## src/rtl/uart_add_sequencer.sv

```systemverilog
// uart_add_sequencer
//   Collects two little-endian operands from a UART RX byte stream, holds them
//   on the carry-select adder for ADD_WAIT cycles, captures {carry, sum} and
//   streams the W+1 bit result back out as OP_BYTES+1 bytes (LSB first, then
//   the carry byte).
//
// Handshakes:
//   rx side : rx_valid_i is a one-cycle strobe; there is no backpressure.
//   tx side : a byte transfers on any cycle where tx_valid_o & tx_ready_i.
//             While tx_valid_o=1 and tx_ready_i=0, tx_data_o is held.
//
// Ports:
//   clk_i, rst_ni           clock, asynchronous active-low reset
//   rx_data_i, rx_valid_i   received byte and its strobe
//   tx_data_o, tx_valid_o   byte to transmit and its valid
//   tx_ready_i              transmitter accepts the byte
//   add_a_o, add_b_o        registered adder operands
//   add_cin_o               adder carry-in, tied 0
//   add_sum_i, add_cout_i   adder result
//   busy_o                  high unless idle waiting for the first byte of A
//   rx_drop_o               pulse: an rx byte was discarded in ADD/TX
//   timeout_o               pulse: a partial frame was abandoned
//   dbg_state               current FSM state (RX_A=0, RX_B=1, ADD=2, TX=3)
module uart_add_sequencer #(
    parameter int OP_BYTES   = 8,
    parameter int ADD_WAIT   = 2,
    parameter int RX_TIMEOUT = 0
) (
    input  logic                    clk_i,
    input  logic                    rst_ni,
    input  logic [7:0]              rx_data_i,
    input  logic                    rx_valid_i,
    output logic [7:0]              tx_data_o,
    output logic                    tx_valid_o,
    input  logic                    tx_ready_i,
    output logic [8*OP_BYTES-1:0]   add_a_o,
    output logic [8*OP_BYTES-1:0]   add_b_o,
    output logic                    add_cin_o,
    input  logic [8*OP_BYTES-1:0]   add_sum_i,
    input  logic                    add_cout_i,
    output logic                    busy_o,
    output logic                    rx_drop_o,
    output logic                    timeout_o,
    output logic [1:0]              dbg_state
);

    localparam int W  = 8 * OP_BYTES;
    localparam int CW = $clog2(OP_BYTES + 1);
    localparam int WW = $clog2(ADD_WAIT + 1);
    localparam int TW = (RX_TIMEOUT > 1) ? $clog2(RX_TIMEOUT + 1) : 1;
    localparam int TLIM = (RX_TIMEOUT > 0) ? RX_TIMEOUT - 1 : 0;

    localparam logic [CW-1:0] CNT_LAST = CW'(OP_BYTES - 1);
    localparam logic [CW-1:0] CNT_CARRY = CW'(OP_BYTES);
    localparam logic [WW-1:0] WAIT_LOAD = WW'(ADD_WAIT);
    localparam logic [TW-1:0] IDLE_LAST = TW'(TLIM);
    localparam bit            TIMEOUT_EN = (RX_TIMEOUT != 0);

    typedef enum logic [1:0] {
        S_RX_A = 2'd0,
        S_RX_B = 2'd1,
        S_ADD  = 2'd2,
        S_TX   = 2'd3
    } state_t;

    state_t        state_q, state_d;
    logic [CW-1:0] cnt_q;
    logic [WW-1:0] wait_q;
    logic [TW-1:0] idle_q;
    logic [W:0]    res_q;
    logic          tx_valid_q;
    logic          rx_drop_q;
    logic          timeout_q;

    logic rx_take;
    logic byte_last;
    logic add_done;
    logic tx_accept;
    logic tx_last;
    logic idle_run;
    logic expire;

    // ---------------------------------------------------------------
    // Next-state and control strobes
    // ---------------------------------------------------------------
    always_comb begin
        state_d   = state_q;
        rx_take   = 1'b0;
        byte_last = (cnt_q == CNT_LAST);
        add_done  = 1'b0;
        tx_accept = 1'b0;
        tx_last   = (cnt_q == CNT_CARRY);
        idle_run  = 1'b0;
        expire    = 1'b0;

        case (state_q)
            S_RX_A: begin
                // No timeout before the first byte of A.
                idle_run = (cnt_q != '0);
                rx_take  = rx_valid_i;
                if (rx_valid_i && byte_last) state_d = S_RX_B;
            end
            S_RX_B: begin
                idle_run = 1'b1;
                rx_take  = rx_valid_i;
                if (rx_valid_i && byte_last) state_d = S_ADD;
            end
            S_ADD: begin
                // Sample in the cycle the wait counter runs out.
                add_done = (wait_q == WW'(1));
                if (add_done) state_d = S_TX;
            end
            S_TX: begin
                tx_accept = tx_valid_q & tx_ready_i;
                if (tx_accept && tx_last) state_d = S_RX_A;
            end
            default: state_d = S_RX_A;
        endcase

        // An arriving byte beats an expiring idle counter.
        if (TIMEOUT_EN && idle_run && !rx_valid_i && (idle_q == IDLE_LAST)) begin
            expire  = 1'b1;
            state_d = S_RX_A;
        end
    end

    always_ff @(posedge clk_i or negedge rst_ni) begin
        if (!rst_ni) state_q <= S_RX_A;
        else         state_q <= state_d;
    end

    // ---------------------------------------------------------------
    // Datapath
    // ---------------------------------------------------------------
    always_ff @(posedge clk_i or negedge rst_ni) begin
        if (!rst_ni) begin
            cnt_q      <= '0;
            wait_q     <= '0;
            idle_q     <= '0;
            res_q      <= '0;
            tx_valid_q <= 1'b0;
            rx_drop_q  <= 1'b0;
            timeout_q  <= 1'b0;
            add_a_o    <= '0;
            add_b_o    <= '0;
        end else begin
            rx_drop_q <= rx_valid_i && ((state_q == S_ADD) || (state_q == S_TX));
            timeout_q <= expire;

            if (!TIMEOUT_EN || !idle_run || rx_valid_i || expire) idle_q <= '0;
            else                                                  idle_q <= idle_q + TW'(1);

            if (expire)         cnt_q <= '0;
            else if (rx_take)   cnt_q <= byte_last ? '0 : cnt_q + CW'(1);
            else if (add_done)  cnt_q <= '0;
            else if (tx_accept) cnt_q <= tx_last ? '0 : cnt_q + CW'(1);

            for (int i = 0; i < OP_BYTES; i++) begin
                if (rx_take && (cnt_q == CW'(i))) begin
                    if (state_q == S_RX_A) add_a_o[i*8 +: 8] <= rx_data_i;
                    else                   add_b_o[i*8 +: 8] <= rx_data_i;
                end
            end

            if (rx_take && (state_q == S_RX_B) && byte_last) wait_q <= WAIT_LOAD;
            else if (state_q == S_ADD)                        wait_q <= wait_q - WW'(1);

            // Result is a shift register; tx_data_o is always its low byte,
            // so the byte stays put while the transmitter stalls.
            if (add_done)       res_q <= {add_cout_i, add_sum_i};
            else if (tx_accept) res_q <= res_q >> 8;

            if (state_q == S_TX) begin
                if (!tx_valid_q)              tx_valid_q <= 1'b1;
                else if (tx_accept && tx_last) tx_valid_q <= 1'b0;
            end
        end
    end

    assign tx_data_o  = res_q[7:0];
    assign tx_valid_o = tx_valid_q;
    assign add_cin_o  = 1'b0;
    assign busy_o     = !((state_q == S_RX_A) && (cnt_q == '0));
    assign rx_drop_o  = rx_drop_q;
    assign timeout_o  = timeout_q;
    assign dbg_state  = state_q;

endmodule

```

## config.mk

```make
export PLATFORM = sky130hd
export DESIGN_NAME = uart_add_sequencer
export DESIGN_NICKNAME = d
export VERILOG_FILES = /design/src/rtl/uart_add_sequencer.sv
export SDC_FILE = /design/constraint.sdc
export NUM_CORES = 1
export LEC_CHECK = 0
export BUFFER_PORTS_ARGS = -buffer_cell sky130_fd_sc_hd__buf_2
export CAP_MARGIN = 25
export CORE_ASPECT_RATIO = 0.8
export CORE_MARGIN = 5
export CORE_UTILIZATION = 25
export DETAILED_ROUTE_END_ITERATION = 6
export REMOVE_ABC_BUFFERS = 1
export SLEW_MARGIN = 20
export SYNTH_ARGS = -nofsm -noshare
export SYNTH_HDL_FRONTEND = slang
export SYNTH_SLANG_ARGS = --single-unit
```

## constraint.sdc

```tcl
create_clock -name clk_i -period 3.65 [get_ports clk_i]
set_input_delay 0.73 -clock clk_i [delete_from_list [all_inputs] [get_ports clk_i]]
set_output_delay 0.73 -clock clk_i [all_outputs]
set_load 0.01 [all_outputs]
```

==> metrics.yaml, run 1 <==
outcome: "completed"
synthCells: 720
period_minus_slack_ns: 2.578
p_leak_nw: 5.352
reg2reg_depth: 5
yosysUniqueCellTypes: 37
grt_usage_pct: 12.19
syn-mean-instance-area_um2: 11.79
cts_hold_buffers: 0
worstPathArrival_ns: 1.85
yosys_warnings: 0
ys_seq_area_share_pct: 59.83
gp_congestion: 0.7402
drc: 0
hold_class: "in2async"
synthTopCellsByArea: "dfrtp_1 (60%), mux2_2 (17%), nand2_1 (6.1%)"
drv_cap: 0
ys.flop_type: "dfrtp_1"
crit_slowest_cell: "dfrtp_1"
nets: 1007
drt_wl_total_um: 23560
cp_data_required_time_ns: 2.92
post_cts_resized: 0
final_max_slew_viol_count: 0
hpwl_um: 16300
final_antenna_net_count: 0
endpoint_kind: "output port"
finalSetupTns_ns: 0
relSlewSlack_pct: 39.29
first_iter_violations: 323
synth_edf_count: 0
htreeDepth: 1
fin_crit_sh_pct: 70.62
n_fill_cell: 3460
clkLatencyLatePin_ns: 0.51
clock.fmax_ghz: 0.3880
r2r_slack_ns: 1.37
path_class: "reg2out"
die_area_um2: 37770
die_w_um: 216.0
ys_seq_elements: 203
die_h_um: 174.8
timing.rr.start: "dbg_state[1]$_DFFE_PN0P_"
antenna_found_initial: 0
clock-sinks: 203
hold_viol_final: 0
yosys.area.top_type: "dfrtp_1"
yosysMostFrequentCell: "dfrtp_1"
fin_cells: 1365
cp_max_fo: 5
critPathTopFamily: "flip-flops"
synth_area_um2: 8491
num_vias: 6111
rsz0062_at_grt: "no"
crit_chain: "inv_1 -> ha_1 -> nor2b_1 -> nand3b_1 -> buf_2"
start_util_pct: 25.30
clockBufferDepth: 3
synth.top_cell.area_share_pct: 59.83
drive_above_1_share_pct: 43.44
portBuffers: 217
regToRegEndpoint: "res_q[15]$_DFFE_PN0P_"
area.growth.synth_to_final_pct: 25.14
irDropWorstVdd_v: 0.0003582
start_kind: "flip-flop"
post_cts_buffers: 0
grt_max_degree: 88
clock_skew_ns: 0.01025
wl_per_cell_um: 17.26
cts_tree: "built"
critPathBufInv: 2
core-area_um2: 33560
hold_ws_ns: 0.2503
cpPeakStageDelay_ns: 0.43
powerDensity_nw_per_um2: 844.2
cts-buffers-inserted: 23
firstDrtPassIters: 4
grt_overflow: 0
worst_pin_slew_ns: 0.9096
async_reset_ff_share_pct: 100.0
num_rows: 60
setup_violations: 0
grt_pass1_vias: 6395
clockRootBuffer: "clkbuf_16"
finish.utilization_pct: 31.66
dp.cells: 1329
viasPerCell: 4.477
cts.reportedPaths.clkPinSlew_ns: 0.06
grt_first_pass_wirelength_um: 37110
synth_common_cells: "dfrtp_1 (203), nand2_1 (139), mux2_2 (127)"
pin_count: 220
## through the flow
step / worst slack, ns / instance area [µm²] / total power, mW
finish: 1.072 / 10630 / 8.970
global route: 0.9239 / 10620 / 9.630
CTS: 1.006 / 10620 / 9.146
detailed placement: 1.212 / 9982 / 7.010
global placement: 1.239 / 9982 / 6.904
floorplan: 0.1290 / 8253 / 5.691
## power by group
part / switching (mW) / internal (mW) / leakage [nW] / total, mW
clock: 0.894 / 1.16 / 0.316 / 2.06
combinational: 1.63 / 1.45 / 2.46 / 3.08
sequential: 0.565 / 3.27 / 2.57 / 3.83
total: 3.09 / 5.88 / 5.35 / 8.97
## layout by cell type, fill, tap and decap left out, drive strengths merged, types with 2 or more instances in the layout
cell,synthesis,routed
and2,3,3
inv,6,6
a22o,2,2
nand3b,4,4
conb,1,2
nand2,148,148
buf,26,223
o21ai,7,7
clkbuf,24,30
nor2,67,67
and3,3,3
dfrtp,203,203
ha,10,10
nor2b,2,2
clkinv,0,5
a31oi,57,57
nand3,14,14
o21a,2,2
mux2,130,130
## logic make-up after synthesis
group,count (synthesis),share of synthesized area [%]
flops,203,59.83
xor+xnor,1,0.1032
fa+ha+maj,10,1.474
mux,131,17.36
buf+inv,56,3.109
simple gates,245,12.56
compound gates,73,5.526
other cells,1,0.04417
## layer usage
| layer | up-vias | GRT usage [%] | share of wire, % |
|---|---|---|---|
| li1 | 2845 | - | - |
| met5 | - | 0 | 0 |
| met3 | 36 | 2.841 | 4.9 |
| met1 | 3096 | 16.22 | 46 |
| met4 | 0 | 3.258 | 2.6 |
| met2 | 134 | 20.10 | 47 |
## state kept, by name (all words and copies together), names as in the netlist
register / flops
cnt_q: 4
add_b_o: 64
dbg_state: 2
rx_drop_o: 1
add_a_o: 64
tx_valid_o: 1
res_q: 65
wait_q: 2
## area by class of cell
cell class / instances / area [µm²] / area share (%)
repair buffers: 224 / 1172 / 11.03
diodes: 1 / 2.502 / 0.02355
inverters: 6 / 22.52 / 0.2120
well taps: 434 / 543.0 / 5.111
multi-input cells: 462 / 3164 / 29.78
clock inverters: 6 / 32.53 / 0.3062
flip-flops and latches: 203 / 5080 / 47.81
clock buffers: 29 / 608.1 / 5.723
## how the worst max path moves through the flow
stage | to | from | cells after the start
global route | busy_o | cnt_q[0]$_DFFE_PN0P_ | 5
CTS | busy_o | cnt_q[0]$_DFFE_PN0P_ | 5
finish | busy_o | cnt_q[0]$_DFFE_PN0P_ | 5
global placement | res_q[2]$_DFFE_PN0P_ | tx_ready_i | 5
floorplan | cnt_q[0]$_DFFE_PN0P_ | dbg_state[0]$_DFFE_PN0P_ | 6
detailed placement | res_q[15]$_DFFE_PN0P_ | tx_ready_i | 5
(Power assumes the default switching activity.)
==> inputs of run 2 (changes only) <==
==> constraint.sdc (replaced) <==
create_clock -name clk_i -period 2.2 [get_ports clk_i]
set_input_delay 0.44 -clock clk_i [delete_from_list [all_inputs] [get_ports clk_i]]
set_output_delay 0.44 -clock clk_i [all_outputs]
set_load 0.01 [all_outputs]
==> metrics.yaml, run 2 (same netlist as run 1, synthesis figures left out) <==
outcome: "completed"
die_h_um: 174.8  # unchanged
n_antenna_cell: 0  # -1
grt_overflow: 0  # unchanged
drt_wl_total_um: 24180  # +2.6%
die_area_um2: 37770  # unchanged
p_leak_nw: 5.467  # +2.1%
finish.utilization_pct: 32.44  # +0.78 points
grt_first_pass_wirelength_um: 37910  # +2.2%
period_minus_slack_ns: 2.094
num_rows: 60  # unchanged
pin_count: 220  # unchanged
endpoint_kind: "output port"
final_max_slew_viol_count: 0  # unchanged
n_fill_cell: 3419  # -1.2%
start_kind: "flip-flop"
clock_skew_ns: 0.008295  # -0.001956 ns
final_area_um2: 10890  # +2.4%
worst_pin_slew_ns: 0.5037  # -0.4059 ns
cp_data_required_time_ns: 1.76  # -1.16 ns
portBuffers: 217  # unchanged
worstPathArrival_ns: 1.65  # -0.20 ns
start_util_pct: 25.30  # unchanged
fin_crit_sh_pct: 95.16
timing.rr.start: "dbg_state[1]$_DFFE_PN0P_"
hold_ws_ns: 0.1167  # -0.1336 ns
viasPerCell: 4.442  # -0.78%
crit_end: "busy_o"
cts-buffers-inserted: 23  # unchanged
clockRootBuffer: "clkbuf_16"
clock.fmax_ghz: 0.4776
regToRegEndpoint: "add_b_o[35]$_DFFE_PN0P_"
firstDrtPassIters: 4  # unchanged
cpPeakStageDelay_ns: 0.43  # about the same
cts_tree: "built"
nets: 1013  # +0.60%
startpoint: "cnt_q[0]$_DFFE_PN0P_"
setup_violations: 0  # unchanged
largest_reg_flops: 65  # unchanged
num_vias: 6099  # -0.20%
crit_chain: "inv_2 -> ha_4 -> nor2b_4 -> nand3b_1 -> buf_2"
hpwl_um: 16610  # +1.9%
final_antenna_net_count: 0  # unchanged
drv_cap: 0  # unchanged
drive_above_1_share_pct: 44.52  # +1.1 points
grt_usage_pct: 12.47  # +0.29 points
relSlewSlack_pct: 66.42  # +27 points
fin_cells: 1373  # +0.59%
crit_slowest_cell: "dfrtp_1"
cp_max_fo: 5  # unchanged
placed_cell_area_um2: 10070  # +0.88%
reg_top3: "res_q x65, add_a_o x64, add_b_o x64"
path_depth: 5  # unchanged
area.growth.synth_to_final_pct: 28.20
reg2reg_depth: 6  # +1
r2r_slack_ns: 0.30  # -1.07 ns
die_w_um: 216.0  # unchanged
hold_class: "in2reg"
antenna_found_initial: 0  # unchanged
post_cts_buffers: 0  # unchanged
hold_viol_final: 0  # unchanged
htreeDepth: 1  # unchanged
critPathTopFamily: "flip-flops"
gp_congestion: 0.7376  # -0.35%
final_common_cell: "buf_2"
clkLatencyLatePin_ns: 0.52  # about the same
critPathBufInv: 2  # unchanged
irDropWorstVdd_v: 0.0005706  # +59%
cts.reportedPaths.clkPinSlew_ns: 0.06  # about the same
wl_per_cell_um: 17.61  # +2.0%
powerDensity_nw_per_um2: 1440  # +71%
grt_max_degree: 122  # +39%
clockBufferDepth: 3  # unchanged
first_iter_violations: 354  # +9.6%
most-common-layout-cells: "buf_2 (216), dfrtp_1 (202), nand2_1 (138)"
core-area_um2: 33560  # unchanged
dp.cells: 1334  # +0.38%
drc: 0  # unchanged
largest_register: "res_q"
grt_pass1_vias: 6296  # -1.5%
path_class: "reg2out"
clock-sinks: 203  # unchanged
## run 2: tightest hold or removal path: cells and delay by family
kind                   cells  cell delay, ns
AND/OR/NAND/NOR            2            0.09
buffers and inverters      1            0.08
## run 2: routing by layer
layer / GRT usage [%] / up-vias / wire [µm]
met5: 0 / - / 0
met1: 17.37 / 3060 / 11230
met3: 3.187 / 30 / 1422
met2: 19.76 / 137 / 11090
met4: 2.649 / 0 / 430
li1: - / 2872 / -
## run 2: repair_timing
item | CTS | global route
resized for setup | 4 | 4
hold endpoints to repair | 47 | 0
endpoints found under the setup margin | 1 | 1
hold buffers | 1 | 0
## run 2: worst min path at each step
stage / slack [ns] / endpoint / startpoint / cells after the start
after floorplan: 0.14 / add_a_o[0]$_DFFE_PN0P_ / rst_ni / 0
after global placement: 0.45 / res_q[6]$_DFFE_PN0P_ / rst_ni / 1
after detailed placement: 0.45 / res_q[22]$_DFFE_PN0P_ / rst_ni / 1
after CTS: 0.09 / res_q[57]$_DFFE_PN0P_ / add_sum_i[57] / 3
after global routing: 0.11 / res_q[57]$_DFFE_PN0P_ / add_sum_i[57] / 3
final: 0.12 / res_q[57]$_DFFE_PN0P_ / add_sum_i[57] / 3
## run 2: cell type report
class	count	area (µm²)	share of cell area, %
repair buffers	230	1270	11.67
well taps	434	543.0	4.989
inverters	6	22.52	0.2069
multi-input cells	462	3187	29.28
clock buffers	32	649.4	5.966
flip-flops and latches	203	5081	46.68
clock inverters	6	132.6	1.218
## run 2: stage by stage
stage          total power, mW  worst slack (ns)    TNS, ns
2_1_floorplan            9.443            -1.321     -63.18
3_3_place_gp             11.58            0.2397          0
3_5_place_dp             11.74            0.1405          0
4_1_cts                  15.93         0.0009305          0
5_1_grt                  16.80         -0.008554  -0.008554
6_report                 15.67            0.1064          0
## run 2: where the power goes
group	switching [mW]	internal, mW
Sequential	0.929	5.42
Combinational	2.79	2.49
Clock	1.53	2.51
==> inputs of run 3 (changes only) <==
--- a/config.mk
+++ b/config.mk
@@ -7,10 +7,13 @@
 export LEC_CHECK = 0
 export BUFFER_PORTS_ARGS = -buffer_cell sky130_fd_sc_hd__buf_2
 export CAP_MARGIN = 25
+export CELL_PAD_IN_SITES_DETAIL_PLACEMENT = 1
+export CELL_PAD_IN_SITES_GLOBAL_PLACEMENT = 2
 export CORE_ASPECT_RATIO = 0.8
 export CORE_MARGIN = 5
 export CORE_UTILIZATION = 25
 export DETAILED_ROUTE_END_ITERATION = 6
+export PLACE_DENSITY_LB_ADDON = 0.1
 export REMOVE_ABC_BUFFERS = 1
 export SLEW_MARGIN = 20
 export SYNTH_ARGS = -nofsm -noshare
==> metrics.yaml, run 3 (same netlist as run 1, synthesis figures left out) <==
placed_cell_area_um2: 10120  # +0.50%
top_usage_layer: "met2"
cpPeakStageDelay_ns: 0.44  # about the same
drt_wl_total_um: 26630  # +10%
pin_count: 220  # unchanged
firstDrtPassIters: 4  # unchanged
r2r_slack_ns: 0.24  # -0.06 ns
die_w_um: 216.0  # unchanged
critPathTopFamily: "flip-flops"
finish.utilization_pct: 32.82  # +0.38 points
start_kind: "flip-flop"
drc: 0  # unchanged
powerDensity_nw_per_um2: 1459  # +1.4%
start_util_pct: 25.30  # unchanged
hold_path_depth: 3  # unchanged
setup_violations: 0  # unchanged
worstPathArrival_ns: 1.67  # +0.02 ns
largest_reg_flops: 65  # unchanged
n_fill_cell: 3776  # +10%
wl_per_cell_um: 19.24  # +9.3%
core-area_um2: 33560  # unchanged
crit_slowest_cell: "dfrtp_2"
endpoint_kind: "output port"
num_vias: 6120  # +0.34%
crit_chain: "inv_2 -> ha_4 -> nor2b_4 -> nand3b_1 -> buf_2"
pre_cts_ws_ns: 0.1599  # +0.01939 ns
nets: 1019  # +0.59%
clock.fmax_ghz: 0.4742  # -0.72%
most-common-layout-cells: "buf_2 (216), dfrtp_1 (202), nand2_1 (138)"
cts-buffers-inserted: 24  # +4.3%
use_met1_pct: 19.68  # +2.3 points
hpwl_um: 17890  # +7.7%
rsz0062_at_grt: "no"
clock_skew_ns: 0.008619  # +0.0003230 ns
irDropWorstVdd_v: 0.0005357  # -6.1%
hold_viol_final: 0  # unchanged
grtUsageMet3_pct: 3.949  # +0.76 points
post_cts_buffers: 0  # unchanged
grt_overflow: 0  # unchanged
grt_usage_pct: 13.93  # +1.5 points
final_common_cell: "buf_2"
antenna_found_initial: 0  # unchanged
finalSetupTns_ns: 0  # unchanged
hold_class: "in2reg"
drv_cap: 0  # unchanged
area.growth.synth_to_final_pct: 29.72
drive_above_1_share_pct: 45.58  # +1.1 points
grt_pass1_vias: 6767  # +7.5%
clockBufferDepth: 3  # unchanged
htreeDepth: 1  # unchanged
fin_crit_sh_pct: 95.85  # +0.69 points
clockRootBuffer: "clkbuf_16"
outcome: "completed"
viasPerCell: 4.422  # -0.45%
grt_first_pass_wirelength_um: 41800  # +10%
final_area_um2: 11010  # +1.2%
fin_cells: 1384  # +0.80%
setup_ws_ns: 0.09124  # -0.01515 ns
period_minus_slack_ns: 2.109  # +0.01515 ns
gp_congestion: 0.6957  # -5.7%
die_h_um: 174.8  # unchanged
dp.cells: 1339  # +0.37%
first_iter_violations: 257  # -27%
cp_max_fo: 5  # unchanged
cp_data_required_time_ns: 1.76  # about the same
clock-sinks: 203  # unchanged
final_antenna_net_count: 0  # unchanged
critPathBufInv: 2  # unchanged
n_antenna_cell: 0  # unchanged
path_class: "reg2out"
num_rows: 60  # unchanged
final_max_slew_viol_count: 0  # unchanged
largest_register: "res_q"
p_leak_nw: 5.536  # +1.3%
reg_top3: "res_q x65, add_a_o x64, add_b_o x64"
grt_max_degree: 70  # -43%
portBuffers: 217  # unchanged
die_area_um2: 37770  # unchanged
reg2reg_depth: 6  # unchanged
path_depth: 5  # unchanged
clkLatencyLatePin_ns: 0.53  # about the same
cts_tree: "built"
cts.reportedPaths.clkPinSlew_ns: 0.06  # about the same
grt_use_met2_pct: 21.70  # +1.9 points
==> run 3: cell count changes in the layout (fill, tap and decap cells not counted), moves of 2 or more <==
cell,before,now
clkinv_2,1,3
clkinv_4,0,5
clkinvlp_4,1,3
clkbuf_1,5,0
clkbuf_16,23,25
buf_4,6,10
==> run 3: area by class of cell <==
cell class | count | area, µm² | share of cell area (%)
Inverter | 6 | 22.52 | 0.2045
Sequential cell | 203 | 5081 | 46.13
Timing Repair Buffer | 235 | 1320 | 11.98
Clock buffer | 29 | 680.7 | 6.180
Multi-Input combinational cell | 462 | 3187 | 28.93
Clock inverter | 15 | 180.2 | 1.636
Tap cell | 434 | 543.0 | 4.930
==> run 3: layer usage <==
layer	vias up	wire, µm
met5	-	0
met4	0	379
met3	24	1453
met2	108	12010
met1	3099	12790
li1	2889	-
==> run 3: power breakdown <==
group	switching [mW]	internal (mW)	leakage (nW)
Clock	1.71	2.58	0.417
Combinational	2.93	2.54	2.55
Sequential	0.895	5.42	2.57
Total	5.54	10.5	5.54
==> run 3: worst min-delay path, cell delays in order <==
cell and delay, ns:
buf_2 0.08, nand2_1 0.04, nand2_1 0.04
==> run 3: final timing paths <==
kind	startpoint	end
worst min-delay path	add_sum_i[57]	res_q[57]$_DFFE_PN0P_
worst max register to register	dbg_state[0]$_DFFE_PN0P_	add_b_o[44]$_DFFE_PN0P_
worst max-delay path	cnt_q[0]$_DFFE_PN0P_	busy_o
min in group asynchronous	rst_ni	res_q[60]$_DFFE_PN0P_
max in group asynchronous	rst_ni	add_a_o[46]$_DFFE_PN0P_
worst min register to register	add_b_o[35]$_DFFE_PN0P_	add_b_o[35]$_DFFE_PN0P_
==> run 3: stage by stage <==
stage          hold WS (ns)  total power, mW
5_1_grt              0.1078            17.28
2_1_floorplan        0.1444            9.443
3_3_place_gp         0.3410            11.89
4_1_cts             0.06950            16.45
6_report             0.1079            16.08
3_5_place_dp         0.3388            11.95
==> run 3: repair_timing <==
action,in CTS,in global routing
hold buffers,1,0
setup endpoints to repair,1,1
gates resized for setup,5,2
endpoints found under the hold margin,18,0
cloned,0,0
